==> src/rtl/cpu_pkg.sv <==
// Shared definitions for the multi-cycle core: opcodes, FSM states,
// ALU operations and instruction field positions.
package cpu_pkg;

    localparam logic [7:0] OP_ADD   = 8'd0;
    localparam logic [7:0] OP_SUB   = 8'd1;
    localparam logic [7:0] OP_AND   = 8'd2;
    localparam logic [7:0] OP_OR    = 8'd3;
    localparam logic [7:0] OP_MOV   = 8'd4;
    localparam logic [7:0] OP_LOADI = 8'd5;
    localparam logic [7:0] OP_J     = 8'd6;
    localparam logic [7:0] OP_BEQ   = 8'd7;
    localparam logic [7:0] OP_BNE   = 8'd8;
    localparam logic [7:0] OP_LWD   = 8'd9;
    localparam logic [7:0] OP_LWI   = 8'd10;
    localparam logic [7:0] OP_SWD   = 8'd11;
    localparam logic [7:0] OP_SWI   = 8'd12;

    localparam int FIELD_W = 8;
    localparam int OPC_LSB = 24;
    localparam int RD_LSB  = 16;
    localparam int RS1_LSB = 8;
    localparam int RS2_LSB = 0;

    typedef enum logic [1:0] {
        ST_FETCH = 2'd0,
        ST_EXEC  = 2'd1,
        ST_MEM   = 2'd2,
        ST_HALT  = 2'd3
    } state_e;

    typedef enum logic [2:0] {
        ALU_ADD = 3'd0,
        ALU_SUB = 3'd1,
        ALU_AND = 3'd2,
        ALU_OR  = 3'd3,
        ALU_FWD = 3'd4
    } alu_op_e;

endpackage

==> src/rtl/cpu_alu_p.sv <==
// Combinational ALU for the multi-cycle core; the zero flag drives BEQ/BNE.
module cpu_alu_p
    import cpu_pkg::*;
#(
    parameter int DATA_W = 8
) (
    input  alu_op_e           alu_op,
    input  logic [DATA_W-1:0] op_a,
    input  logic [DATA_W-1:0] op_b,
    output logic [DATA_W-1:0] result,
    output logic              zero
);

    // Operation select; SUB is two's-complement add so it wraps naturally
    always_comb begin
        result = op_b;
        case (alu_op)
            ALU_ADD: result = op_a + op_b;
            ALU_SUB: result = op_a + ~op_b + {{(DATA_W-1){1'b0}}, 1'b1};
            ALU_AND: result = op_a & op_b;
            ALU_OR:  result = op_a | op_b;
            ALU_FWD: result = op_b;
            default: result = op_b;
        endcase
    end

    assign zero = (result == {DATA_W{1'b0}});

endmodule

==> src/rtl/cpu_mc_core.sv <==
// Multi-cycle core: FETCH/EXEC/MEM/HALT FSM with register file, IR and PC,
// stalling on both the instruction and data memory handshakes.
module cpu_mc_core
    import cpu_pkg::*;
#(
    parameter int DATA_W     = 8,
    parameter int REG_ADDR_W = 3,
    parameter int PC_W       = 32,
    parameter int ADDR_W     = 8
) (
    input  logic              CLK,
    input  logic              RESET_N,
    output logic [PC_W-1:0]   PC,
    input  logic [31:0]       INSTRUCTION,
    input  logic              IBUSYWAIT,
    output logic              READ,
    output logic              WRITE,
    output logic [ADDR_W-1:0] ADDRESS,
    output logic [DATA_W-1:0] WRITEDATA,
    input  logic [DATA_W-1:0] READDATA,
    input  logic              BUSYWAIT,
    output logic              HALTED
);

    localparam int NREG  = 2 ** REG_ADDR_W;
    localparam int EXT_W = (DATA_W > ADDR_W) ? DATA_W : ADDR_W;

    state_e              state_q, state_d;
    logic [PC_W-1:0]     pc_q, pc_d;
    logic [31:0]         ir_q, ir_d;
    logic                read_q, read_d;
    logic                write_q, write_d;
    logic [ADDR_W-1:0]   addr_q, addr_d;
    logic [DATA_W-1:0]   wdata_q, wdata_d;
    logic                halted_q, halted_d;
    logic [DATA_W-1:0]   regs_q [NREG];

    logic [7:0]            opc_s, rd_f_s, rs1_f_s, rs2_f_s;
    logic [REG_ADDR_W-1:0] rd_idx_s;
    logic [DATA_W-1:0]     rs1_val_s, rs2_val_s, imm_sext_s, op_b_s, alu_res_s;
    logic [DATA_W-1:0]     mem_opnd_s;
    logic [EXT_W-1:0]      mem_opnd_ext_s;
    logic [ADDR_W-1:0]     mem_addr_s;
    logic [PC_W-1:0]       pc_plus4_s, off_sext_s, br_tgt_s;
    logic                  alu_zero_s;
    alu_op_e               alu_op_s;
    logic                  rf_we_s;
    logic [DATA_W-1:0]     rf_wdata_s;
    logic                  unused_fields_s;

    assign opc_s   = ir_q[OPC_LSB +: FIELD_W];
    assign rd_f_s  = ir_q[RD_LSB  +: FIELD_W];
    assign rs1_f_s = ir_q[RS1_LSB +: FIELD_W];
    assign rs2_f_s = ir_q[RS2_LSB +: FIELD_W];
    assign unused_fields_s = ^rs1_f_s;

    assign rd_idx_s   = rd_f_s[REG_ADDR_W-1:0];
    assign rs1_val_s  = regs_q[rs1_f_s[REG_ADDR_W-1:0]];
    assign rs2_val_s  = regs_q[rs2_f_s[REG_ADDR_W-1:0]];
    assign imm_sext_s = DATA_W'($signed(rs2_f_s));

    // Branch offsets count words, so the sign-extended offset is scaled by 4
    assign pc_plus4_s = pc_q + PC_W'(32'd4);
    assign off_sext_s = PC_W'($signed(rd_f_s));
    assign br_tgt_s   = pc_plus4_s + (off_sext_s << 2);

    // Register-direct forms address through rs2, immediate forms through imm
    assign mem_opnd_s     = ((opc_s == OP_LWD) || (opc_s == OP_SWD)) ? rs2_val_s : imm_sext_s;
    assign mem_opnd_ext_s = EXT_W'(mem_opnd_s);
    assign mem_addr_s     = mem_opnd_ext_s[ADDR_W-1:0];

    // ALU operation and second-operand selection from the opcode
    always_comb begin
        alu_op_s = ALU_FWD;
        op_b_s   = rs2_val_s;
        case (opc_s)
            OP_ADD:                  alu_op_s = ALU_ADD;
            OP_SUB, OP_BEQ, OP_BNE:  alu_op_s = ALU_SUB;
            OP_AND:                  alu_op_s = ALU_AND;
            OP_OR:                   alu_op_s = ALU_OR;
            OP_MOV:                  alu_op_s = ALU_FWD;
            OP_LOADI: begin
                alu_op_s = ALU_FWD;
                op_b_s   = imm_sext_s;
            end
            default:                 alu_op_s = ALU_FWD;
        endcase
    end

    cpu_alu_p #(.DATA_W(DATA_W)) u_alu (
        .alu_op (alu_op_s),
        .op_a   (rs1_val_s),
        .op_b   (op_b_s),
        .result (alu_res_s),
        .zero   (alu_zero_s)
    );

    // FSM next-state, PC, memory-interface and register-write decisions
    always_comb begin
        state_d    = state_q;
        pc_d       = pc_q;
        ir_d       = ir_q;
        read_d     = read_q;
        write_d    = write_q;
        addr_d     = addr_q;
        wdata_d    = wdata_q;
        halted_d   = halted_q;
        rf_we_s    = 1'b0;
        rf_wdata_s = alu_res_s;
        case (state_q)
            ST_FETCH: begin
                if (!IBUSYWAIT) begin
                    ir_d    = INSTRUCTION;
                    state_d = ST_EXEC;
                end else begin
                    state_d = ST_FETCH;
                end
            end
            ST_EXEC: begin
                state_d = ST_FETCH;
                case (opc_s)
                    OP_ADD, OP_SUB, OP_AND, OP_OR, OP_MOV, OP_LOADI: begin
                        rf_we_s = 1'b1;
                        pc_d    = pc_plus4_s;
                    end
                    OP_J:   pc_d = br_tgt_s;
                    OP_BEQ: pc_d = alu_zero_s ? br_tgt_s : pc_plus4_s;
                    OP_BNE: pc_d = alu_zero_s ? pc_plus4_s : br_tgt_s;
                    OP_LWD, OP_LWI: begin
                        read_d  = 1'b1;
                        addr_d  = mem_addr_s;
                        wdata_d = rs1_val_s;
                        state_d = ST_MEM;
                    end
                    OP_SWD, OP_SWI: begin
                        write_d = 1'b1;
                        addr_d  = mem_addr_s;
                        wdata_d = rs1_val_s;
                        state_d = ST_MEM;
                    end
                    default: begin
                        halted_d = 1'b1;
                        state_d  = ST_HALT;
                    end
                endcase
            end
            ST_MEM: begin
                if (!BUSYWAIT) begin
                    rf_we_s    = read_q;
                    rf_wdata_s = READDATA;
                    read_d     = 1'b0;
                    write_d    = 1'b0;
                    pc_d       = pc_plus4_s;
                    state_d    = ST_FETCH;
                end else begin
                    state_d = ST_MEM;
                end
            end
            ST_HALT: begin
                read_d   = 1'b0;
                write_d  = 1'b0;
                halted_d = 1'b1;
                state_d  = ST_HALT;
            end
            default: state_d = ST_FETCH;
        endcase
    end

    // Control, PC and memory-interface state registers
    always_ff @(posedge CLK or negedge RESET_N) begin
        if (!RESET_N) begin
            state_q  <= ST_FETCH;
            pc_q     <= {PC_W{1'b0}};
            ir_q     <= 32'd0;
            read_q   <= 1'b0;
            write_q  <= 1'b0;
            addr_q   <= {ADDR_W{1'b0}};
            wdata_q  <= {DATA_W{1'b0}};
            halted_q <= 1'b0;
        end else begin
            state_q  <= state_d;
            pc_q     <= pc_d;
            ir_q     <= ir_d;
            read_q   <= read_d;
            write_q  <= write_d;
            addr_q   <= addr_d;
            wdata_q  <= wdata_d;
            halted_q <= halted_d;
        end
    end

    // Register file with synchronous write port
    always_ff @(posedge CLK or negedge RESET_N) begin
        if (!RESET_N) begin
            for (int i = 0; i < NREG; i++) begin
                regs_q[i] <= {DATA_W{1'b0}};
            end
        end else if (rf_we_s) begin
            regs_q[rd_idx_s] <= rf_wdata_s;
        end
    end

    assign PC        = pc_q;
    assign READ      = read_q;
    assign WRITE     = write_q;
    assign ADDRESS   = addr_q;
    assign WRITEDATA = wdata_q;
    assign HALTED    = halted_q;

endmodule

==> config.mk <==
export PLATFORM = sky130hd
export DESIGN_NAME = cpu_mc_core
export DESIGN_NICKNAME = d
export VERILOG_FILES = /design/src/rtl/cpu_pkg.sv /design/src/rtl/cpu_alu_p.sv /design/src/rtl/cpu_mc_core.sv
export SDC_FILE = /design/constraint.sdc
export NUM_CORES = 1
export LEC_CHECK = 0
export ABC_AREA = 1
export BUFFER_PORTS_ARGS = -buffer_cell sky130_fd_sc_hd__buf_2
export CAP_MARGIN = 25
export CORE_MARGIN = 4
export CORE_UTILIZATION = 60
export CTS_BUF_LIST = sky130_fd_sc_hd__clkbuf_8
export CTS_CLUSTER_DIAMETER = 100
export DETAILED_ROUTE_END_ITERATION = 7
export GPL_ROUTABILITY_DRIVEN = 0
export HOLD_SLACK_MARGIN = 0.12
export PLACE_DENSITY = 0.8
export SETUP_SLACK_MARGIN = 0.2
export SLEW_MARGIN = 40
export SYNTH_ARGS = -nofsm -noshare
export SYNTH_HDL_FRONTEND = slang
export SYNTH_SLANG_ARGS = --single-unit
==> constraint.sdc <==
create_clock -name CLK -period 7.4 [get_ports CLK]
set_input_delay 0.74 -clock CLK [delete_from_list [all_inputs] [get_ports CLK]]
set_output_delay 0.74 -clock CLK [all_outputs]
set_load 0.03 [all_outputs]
==> summary.txt, run 1 <==
Outcome
  • Status: finished clean

STA
  • Final Cycle Share: between 70% and 80%
  • Fin Setup TNS: 0 ps
  • Worst slew margin relative to its limit: a little under half
  • Max frequency: about 0.19 GHz
  • Final setup margin: between 2000 and 2500 ps
  • Fin. max-slew vios: 0
  • Worst Max-Slew Pin Slew: between 800 and 900 ps
  • Unrepaired setup endpoints after global routing: no
  • Final hold vios: 0
  • Endpoints failing setup: 0
  • Worst Skew: 14.7 ps
  • Fin crit period: around 5300 ps

CTS
  • Clock Path Buffers: 2
  • TritonCTS clock tree: yes
  • Clk Latency, worst-skew pair: 480 ps
  • Clock transition at the registers of the reported paths: approximately 90 ps
  • Post-CTS Setup Inserts: 0
  • TritonCTS buffer count: 17
  • H-tree Lvls: 4
  • # clock sinks: around 140
  • Post-cts repair resize count: 0
  • Root Driver: clkbuf_8
  • CTS Hold Bufs: 0

Place
  • Pre-CTS setup slack: between 2000 and 2500 ps
  • Placed wire-length estimate: 21700 µm
  • Dpl cells: ~1900
  • Port buffer count: between 80 and 90

Pwr
  • Clock share of power: a little under half
  • Sw Ratio: about a quarter
  • Combinational fraction of design power: approximately 1.9%
  • Pwr dens: around 130 mW/mm²
  • Switching Power: 0.375 mW
  • Seq pwr share: between 50% and 60%
  • LEAKAGE: a little over 6 nW
  • P_int: about 1.1 mW
  • VDD IR max: around 140 µV

Yosys
  • Seq/Total Area, Yosys: 32.9%
  • Top cells by area, synth: dfrtp_1 (33%), nand2_1 (15%), o21ai_0 (7.0%), inv_1 (6.5%), ha_1 (6.4%)
  • Yosys cell types: 51
  • Async S/R FF share, synth: 100%
  • Cell type with the largest total area after synthesis: dfrtp_1
  • #FFs+latches synth: roughly 140
  • Mapped Cells: between 1500 and 2000
  • Top cell type's share of synthesized area: 32.9%
  • Post-synth top flop: dfrtp_1
  • Avg Cell Area, Syn: between 6 and 7 µm²
  • Synth warn: 0
  • Number of synthesized flops with an enable pin: 0
  • Post-Syn Area: about 0.011 mm²

Setup path
  • Largest delay share family, worst path: simple AND/OR/NAND/NOR gates
  • CP dominant cell by count: nand2_1
  • Worst Setup End Kind: register
  • Worst Reg-to-Reg Cells: 26
  • Worst Path Arrival: around 5700 ps
  • Setup slack, reg-to-reg: approximately 2100 ps
  • CP startpoint kind: register
  • Worst path required time: a little under 8000 ps
  • Maximum fanout along the worst path: 20
  • R2r startpoint: ir_q[9]
  • CP Buf/Inv Count: 3
  • R2r endpoint: PC[8]
  • Crit Path Class: reg2reg
  • Max incr delay on CP: a little under 900 ps
  • Critical-path top delay cell: dfrtp_1

Drt
  • Drt pass-1 iters: 6
  • Routed wire length: 30300 µm
  • Vias: 10800
  • Post-route ant nets: 0
  • Vias per std cell: 5.72
  • Routed WL per cell: approximately 16 µm
  • Initial drt markers: about 1000
  • Drt drc: 0

Global routing
  • First-pass GRT wire length: about 50000 µm
  • Vias in the first global route: between 10000 and 15000
  • Grt total ovfl: 0
  • Largest net degree at the start of global routing: 86
  • Initial antenna violation count: 0
  • Aggregate global-route resource usage: a little over 30%

Final layout
  • Ant diodes: 0
  • Area Overhead vs Synth: 9.25%
  • Final std cells w/o fill: around 1900
  • Share of cells above drive strength 1: between 10% and 20%
  • Commonest non-fill, non-tap cells in the layout: nand2_1 (434), inv_1 (187), o21ai_0 (150), dfrtp_1 (141), a21oi_1 (123)
  • Area of the multi-input gates: approximately 0.0063 mm²
  • Fin nets: 1750
  • Register area: 0.00355 mm²
  • Most common cell after layout, fill and taps aside: nand2_1
  • Filler cells: 1523

Flow run
  • Max cap viols: 0

Die
  • Die Span Y: between 100 and 150 µm
  • # rows: 48
  • I/O pin count: 95
  • Die width: ~140 µm
  • Core Region: approximately 0.017 mm²
  • DIE AREA: 0.0202 mm²
  • Initial Util: roughly three fifths

Min path
  • Hold Crit Class: in2async
==> flip-flops by register name (all words and copies together) (netlist names) <==
register and count:
HALTED 1, WRITEDATA 8, regs_q 64, state_q 2
ADDRESS 8, ir_q 27, PC 30, WRITE 1
READ 1
==> cells in the mapped netlist (2+ instances only) <==
cell,number
clkinv_1,2
nor4_1,6
o21bai_1,2
nand3_1,100
xor2_1,31
o221ai_1,2
nand3_4,2
nand3b_1,5
nor2_1,123
inv_1,187
nand4_1,13
nand2_2,14
o21ai_1,11
nand2_4,2
mux2_2,11
o21ai_2,2
buf_6,2
buf_4,6
or2_2,10
o21ai_0,151
clkbuf_1,31
a21oi_1,123
nand2_1,435
o21a_1,18
dfrtp_1,142
a21oi_4,2
nand3_2,2
buf_2,9
nor3_1,16
ha_1,55
fa_1,3
inv_2,9
o211ai_1,12
xnor2_1,11
a31oi_1,14
a21oi_2,2
o31ai_1,2
nor2_2,2
==> layer usage <==
metal / routed length [µm] / track usage (%) / up-vias
met5: 0 / 0 / -
met4: 643 / 9.55 / 0
met3: 2770 / 5.65 / 68
met2: 13400 / 47.4 / 516
met1: 13500 / 43.2 / 4883
li1: - / - / 5315
==> final cells by class <==
| cell class | count | share of cell area, % |
|---|---|---|
| inverter | 199 | 6.34 |
| clock inverter | 14 | 1.46 |
| clock buffer | 18 | 2.10 |
| timing repair buffer | 93 | 4.14 |
| sequential | 142 | 30.1 |
| tap | 225 | 2.38 |
| multi-input combinational | 1195 | 53.5 |
==> cell families after synthesis <==
logic type	after synthesis	share of synthesized area, %
other	1	0.0347
buffers and inverters	247	9.04
multiplexers	11	1.15
AND/OR/NAND/NOR	734	28.9
adder cells (fa/ha/maj)	58	6.92
flip-flops	142	32.9
XOR/XNOR	42	3.40
AO/OA/AOI/OAI	348	17.7
==> power by group through the flow <==
stage | clock network [mW] | logic [mW] | registers (mW)
after global routing | 0.716 | 0.0318 | 0.775
after detailed placement | 0 | 0.0288 | 0.791
after CTS | 0.686 | 0.0288 | 0.775
final | 0.677 | 0.0277 | 0.775
after global placement | 0 | 0.0279 | 0.791
after floorplan | 0 | 0.00235 | 0.791
==> through the flow <==
step	power, mW	util [%]	instance area (µm²)	hold slack (ps)
final	1.48	67.6	11800	299
after global routing	1.52	67.6	11800	342
after CTS	1.49	67.6	11800	347
after detailed placement	0.819	65.2	11400	465
after global placement	0.819	65.0	11400	465
after floorplan	0.793	-	10800	444
==> worst max-delay path by stage <==
| stage | from | to | slack (ps) | cells past startpoint |
|---|---|---|---|---|
| global placement | ir_q[9] | PC[8] | 2360 | 26 |
| finish | ir_q[9] | PC[8] | 2120 | 26 |
| CTS | ir_q[9] | PC[8] | 2270 | 26 |
| floorplan | ir_q[8] | PC[26] | 3340 | 29 |
| detailed placement | ir_q[9] | PC[8] | 2310 | 26 |
| global route | ir_q[9] | PC[25] | 1750 | 26 |
==> worst register-to-register path, stage by stage, from the launching register on <==
cell and delay [ps]:
dfrtp_1 880, inv_1 540, a21oi_1 220, o21ai_0 110
nand2_1 80, nand2_1 50, nand2_1 230, inv_1 80
ha_1 260, fa_1 450, nand3_1 110, nand2_1 70
or2_2 280, nand3_1 70, nand4_1 100, nand2_1 90
nand3_1 70, nor2_1 150, nand2_2 110, a21oi_4 150
nand2_2 100, a21oi_4 290, nand2_4 250, nand2_1 120
inv_1 150, nand2_1 90, nand3_1 70
Power figures use the tool's default switching activity.
==> inputs of run 2 (changes only) <==
clock period = 4.9 ns   (was 7.4 ns; I/O delays follow)
==> summary.txt, run 2 (synthesis results as in run 1) <==
Pwr
  • Switching Power: 0.565 mW
  • Combinational fraction of design power: between 2 and 2.5%
  • Sw Ratio: 25.5%
  • Clock share of power: a little under half
  • LEAKAGE: 6.19 nW
  • P_int: 1.66 mW
  • VDD IR max: between 150 and 200 µV
  • Seq pwr share: a little over half
  • Pwr dens: ~180 mW/mm²

CTS
  • Root Driver: clkbuf_8
  • Clock Path Buffers: 2
  • TritonCTS clock tree: yes
  • TritonCTS buffer count: 17
  • H-tree Lvls: 4
  • Clock transition at the registers of the reported paths: 90 ps
  • # clock sinks: about 140
  • Clk Latency, worst-skew pair: about 480 ps

Final layout
  • Share of cells above drive strength 1: about an eighth
  • Largest register FFs: 64
  • Commonest non-fill, non-tap cells in the layout: nand2_1 (432), inv_1 (188), o21ai_0 (148), dfrtp_1 (140), a21oi_1 (123)
  • Final std cells w/o fill: around 1900
  • Ant diodes: 0
  • Biggest register: regs_q
  • Area Overhead vs Synth: 11.1%
  • Most common cell after layout, fill and taps aside: nand2_1
  • Final core occ: between 60% and 70%
  • Fin nets: between 1500 and 2000

STA
  • Endpoints failing setup: 0
  • Worst Skew: just over 20 ps
  • Fin Setup TNS: 0 ps
  • Fin crit period: 4330 ps
  • Final Cycle Share: slightly below 90%
  • Unrepaired setup endpoints after global routing: no
  • Max frequency: 0.231 GHz
  • Worst slew margin relative to its limit: ~47%
  • Worst hold margin: between 200 and 250 ps
  • Worst Max-Slew Pin Slew: 800 ps
  • Fin. max-slew vios: 0
  • Final hold vios: 0
  • Final setup margin: roughly 570 ps

Drt
  • Vias per std cell: approximately 5.7
  • Vias: ~11000
  • Drt pass-1 iters: 8
  • Routed wire length: 30300 µm
  • Post-route ant nets: 0
  • Routed WL per cell: between 15 and 20 µm
  • Drt drc: 0
  • Initial drt markers: roughly 1100

Min path
  • Hold Crit Class: in2reg
  • Hold Crit Start: INSTRUCTION[19]
  • Hold path cells: 2

Place
  • Pre-CTS setup slack: 452 ps
  • Placed wire-length estimate: between 20000 and 25000 µm
  • Dpl cells: approximately 1900
  • Port buffer count: a little under 90

Die
  • DIE AREA: slightly above 0.02 mm²
  • Die Span Y: 142 µm
  • # rows: 48
  • Initial Util: 61.9%
  • I/O pin count: 95
  • Core Region: 0.0175 mm²
  • Die width: 142 µm

Global routing
  • Vias in the first global route: 9903
  • Aggregate global-route resource usage: 30.3%
  • First-pass GRT wire length: about 49000 µm
  • Largest net degree at the start of global routing: 104
  • Grt total ovfl: 0
  • Initial antenna violation count: 0

Setup path
  • Setup crit start: ir_q[9]
  • Worst Path Arrival: about 4700 ps
  • Worst Reg-to-Reg Cells: 24
  • Crit Path Class: reg2reg
  • CP startpoint kind: register
  • Maximum fanout along the worst path: 14
  • R2r startpoint: ir_q[9]
  • Worst Setup End Kind: register
  • Worst path required time: approximately 5300 ps

Flow run
  • Max cap viols: 0

Outcome
  • Status: finished clean
run 2: final cells by class:
type / instances / area (µm²)
Timing Repair Buffer: 115 / 682
Tap cell: 225 / 282
Inverter: 199 / 748
Multi-Input combinational cell: 1195 / 6330
Fill cell: 1490 / 5470
Clock inverter: 15 / 174
Clock buffer: 17 / 234
Sequential cell: 142 / 3560
run 2: final timing paths:
path,to,slack (ps)
worst max-delay path,PC[8],570
worst min-delay path,ir_q[19],240
worst max register to register,PC[8],570
worst min register to register,WRITE,500
max in group asynchronous,ir_q[24],3610
min in group asynchronous,WRITEDATA[0],480
run 2: worst max-delay path, stage by stage (launching register included):
cell and delay, ps:
dfrtp_1 400, inv_1 420, nand3_1 150, nand2_1 100, nand2_1 50, nand2_1 220
inv_1 70, ha_1 260, fa_1 450, nand3_1 110, nand2_1 60, or2_2 270
nand3_1 70, nand4_1 110, nand2_1 100, nand3_1 70, nor2_1 130, nand2_2 100
a21oi_4 160, nand3_1 230, nand2_4 230, nand2_1 70, inv_1 250, nand2_1 80
nand3_1 100
run 2: stage by stage:
step,area (µm²),power [mW]
global route,12000,2.29
detailed placement,11500,1.24
CTS,11900,2.23
global placement,11500,1.24
finish,12000,2.22
floorplan,10800,1.20
run 2: what timing repair did:
item / CTS / global route
endpoints found under the hold margin: 97 / 0
hold buffers: 1 / 0
buffers inserted: 0 / 6
gates resized for setup: 0 / 10
endpoints found under the setup margin: 0 / 30
run 2: routing by layer:
metal / GRT usage (%) / wire length (µm) / vias to the layer above / share of wire, %
li1: - / - / 5344 / -
met1: 43.7 / 13300 / 4977 / 44
met2: 46.6 / 13300 / 556 / 44
met3: 5.65 / 3030 / 76 / 10
met4: 9.09 / 635 / 0 / 2.1
met5: 0 / 0 / - / 0
run 2: power by group through the flow:
stage               combinational (mW)  sequential [mW]  clock (mW)
finish                          0.0457             1.17        1.00
floorplan                      0.00355             1.19           0
global route                    0.0523             1.17        1.07
global placement                0.0428             1.19           0
detailed placement              0.0439             1.19           0
CTS                             0.0446             1.17        1.02
==> inputs of run 3 (changes only) <==
--- a/config.mk
+++ b/config.mk
@@ -10,5 +10,5 @@
 export CAP_MARGIN = 25
 export CORE_MARGIN = 4
-export CORE_UTILIZATION = 60
+export CORE_UTILIZATION = 55
 export CTS_BUF_LIST = sky130_fd_sc_hd__clkbuf_8
 export CTS_CLUSTER_DIAMETER = 100
@@ -16,5 +16,5 @@
 export GPL_ROUTABILITY_DRIVEN = 0
 export HOLD_SLACK_MARGIN = 0.12
-export PLACE_DENSITY = 0.8
+export PLACE_DENSITY = 0.74
 export SETUP_SLACK_MARGIN = 0.2
 export SLEW_MARGIN = 40
==> constraint.sdc (replaced) <==
create_clock -name CLK -period 4.35 [get_ports CLK]
set_input_delay 0.6525 -clock CLK [delete_from_list [all_inputs] [get_ports CLK]]
set_output_delay 0.6525 -clock CLK [all_outputs]
set_load 0.03 [all_outputs]
==> summary.txt, run 3 (synthesis results as in run 1) <==
Outcome
  • Status: finished clean

CTS
  • # clock sinks: between 100 and 150
  • TritonCTS buffer count: 17
  • TritonCTS clock tree: yes
  • Root Driver: clkbuf_8
  • Clk Latency, worst-skew pair: roughly 470 ps
  • CTS Hold Bufs: 0
  • Clock transition at the registers of the reported paths: approximately 100 ps
  • H-tree Lvls: 4
  • Clock Path Buffers: 2

Final layout
  • Most common cell after layout, fill and taps aside: nand2_1
  • Commonest non-fill, non-tap cells in the layout: nand2_1 (405), inv_1 (173), dfrtp_1 (140), o21ai_0 (137), nor2_1 (116)
  • Ant diodes: 0
  • Fin nets: 1829
  • Biggest register: regs_q
  • Filler cells: roughly 1700
  • Design Area, Final: around 0.013 mm²
  • Area Overhead vs Synth: 21.9%
  • Final core occ: between 60% and 70%
  • Share of cells above drive strength 1: 21.8%
  • Largest register FFs: between 60 and 70

Die
  • I/O pin count: 95
  • Die width: 148 µm
  • DIE AREA: ~0.022 mm²
  • Die Span Y: 148 µm
  • Initial Util: 55.7%
  • # rows: 51
  • Core Region: just under 0.02 mm²

STA
  • Worst slew margin relative to its limit: between 30% and 40%
  • Final hold vios: 0
  • Fin Setup TNS: 0 ps
  • Worst hold margin: ~250 ps
  • Endpoints failing setup: 0
  • Worst Max-Slew Pin Slew: roughly 900 ps
  • Unrepaired setup endpoints after global routing: yes
  • Fin. max-slew vios: 0
  • Fin crit period: roughly 4100 ps
  • Final Cycle Share: 94.2%
  • Max frequency: approximately 0.24 GHz
  • Worst Skew: between 20 and 25 ps

Global routing
  • First-pass GRT wire length: between 50000 and 60000 µm
  • Initial antenna violation count: 0
  • Largest net degree at the start of global routing: 95
  • Aggregate global-route resource usage: 28.5%
  • Met1 track demand over resource: between 30% and 40%
  • Grt total ovfl: 0
  • Met2 usage in global routing: 44.2%
  • Most used routing layer: met2
  • Routing usage on met3: under 10%
  • Vias in the first global route: a little over 10000

Pwr
  • VDD IR max: 195 µV
  • Switching Power: 0.614 mW
  • LEAKAGE: between 6 and 7 nW
  • Sw Ratio: around a quarter
  • Combinational fraction of design power: 1.9%
  • Clock share of power: between 40% and 50%
  • Seq pwr share: a little over half
  • Pwr dens: about 180 mW/mm²
  • P_int: 1.81 mW

Setup path
  • Crit Path Class: reg2reg
  • CP dominant cell by count: nand2_2
  • Max incr delay on CP: about 450 ps
  • Worst Reg-to-Reg Cells: 29
  • Maximum fanout along the worst path: 9
  • Worst Path Arrival: approximately 4500 ps
  • CP startpoint kind: register
  • Critical-path top delay cell: dfrtp_1
  • Worst Setup End Kind: register
  • Worst path required time: between 4000 and 5000 ps

Drt
  • Drt drc: 0
  • Vias per std cell: ~5.7
  • Initial drt markers: between 1000 and 1500
  • Routed WL per cell: around 17 µm
  • Post-route ant nets: 0
  • Routed wire length: ~34000 µm
  • Vias: between 10000 and 15000
  • Drt pass-1 iters: 6

Flow run
  • Max cap viols: 0

Place
  • Placed Area: between 0.01 and 0.015 mm²
  • Port buffer count: 87
  • Placed wire-length estimate: approximately 23000 µm

Min path
  • Hold Crit Class: in2async
[run 3: routing by layer]
| metal | share of wire [%] | vias to the layer above |
|---|---|---|
| li1 | - | 5467 |
| met1 | 41 | 5283 |
| met2 | 45 | 633 |
| met3 | 9.8 | 114 |
| met4 | 3.9 | 0 |
| met5 | 0 | - |
[run 3: layout make-up]
type / count / area [µm²] / share of cell area, %
clock inverter: 14 / 133 / 1.01
tap: 265 / 332 / 2.52
inverter: 199 / 767 / 5.82
multi-input combinational: 1195 / 6900 / 52.4
clock buffer: 18 / 248 / 1.88
timing repair buffer: 172 / 1240 / 9.40
sequential: 142 / 3560 / 27.0
[run 3: stage by stage]
stage | setup WS, ps | power [mW] | std cells
global placement | 161 | 1.39 | 1929
detailed placement | 54.3 | 1.39 | 1929
CTS | 204 | 2.43 | 1966
floorplan | 288 | 1.35 | 1584
global route | 57.3 | 2.50 | 2005
finish | 251 | 2.42 | 2005
[run 3: critical path: cells and delay by family (launching register included)]
kind / cells / cell delay, ps
AND/OR/NAND/NOR: 19 / 2060
adder cells (fa/ha/maj): 2 / 350
flip-flops: 1 / 450
AO/OA/AOI/OAI: 4 / 620
buffers and inverters: 4 / 540
[run 3: final timing paths]
kind	startpoint	to	slack, ps
setup / recovery	ir_q[1]	PC[15]	250
setup reg to reg	ir_q[1]	PC[15]	250
min in group CLK	IBUSYWAIT	state_q[0]	410
hold reg to reg	HALTED	HALTED	480
max in group asynchronous	RESET_N	PC[14]	3250
hold / removal	RESET_N	regs_q[25]	250
[run 3: timing repair]
action / in CTS / in global routing
buffers inserted: 5 / 36
setup endpoints to repair: 23 / 31
pin swaps: 3 / 54
gates resized for setup: 9 / 159
endpoints found under the hold margin: 0 / 0
cloned: 0 / 3
[run 3: power by group through the flow]
stage               combinational (mW)  clock [mW]  sequential (mW)
CTS                             0.0487        1.07             1.32
global placement                0.0470           0             1.35
detailed placement              0.0486           0             1.35
floorplan                      0.00400           0             1.35
finish                          0.0467        1.06             1.32
global route                    0.0551        1.12             1.32
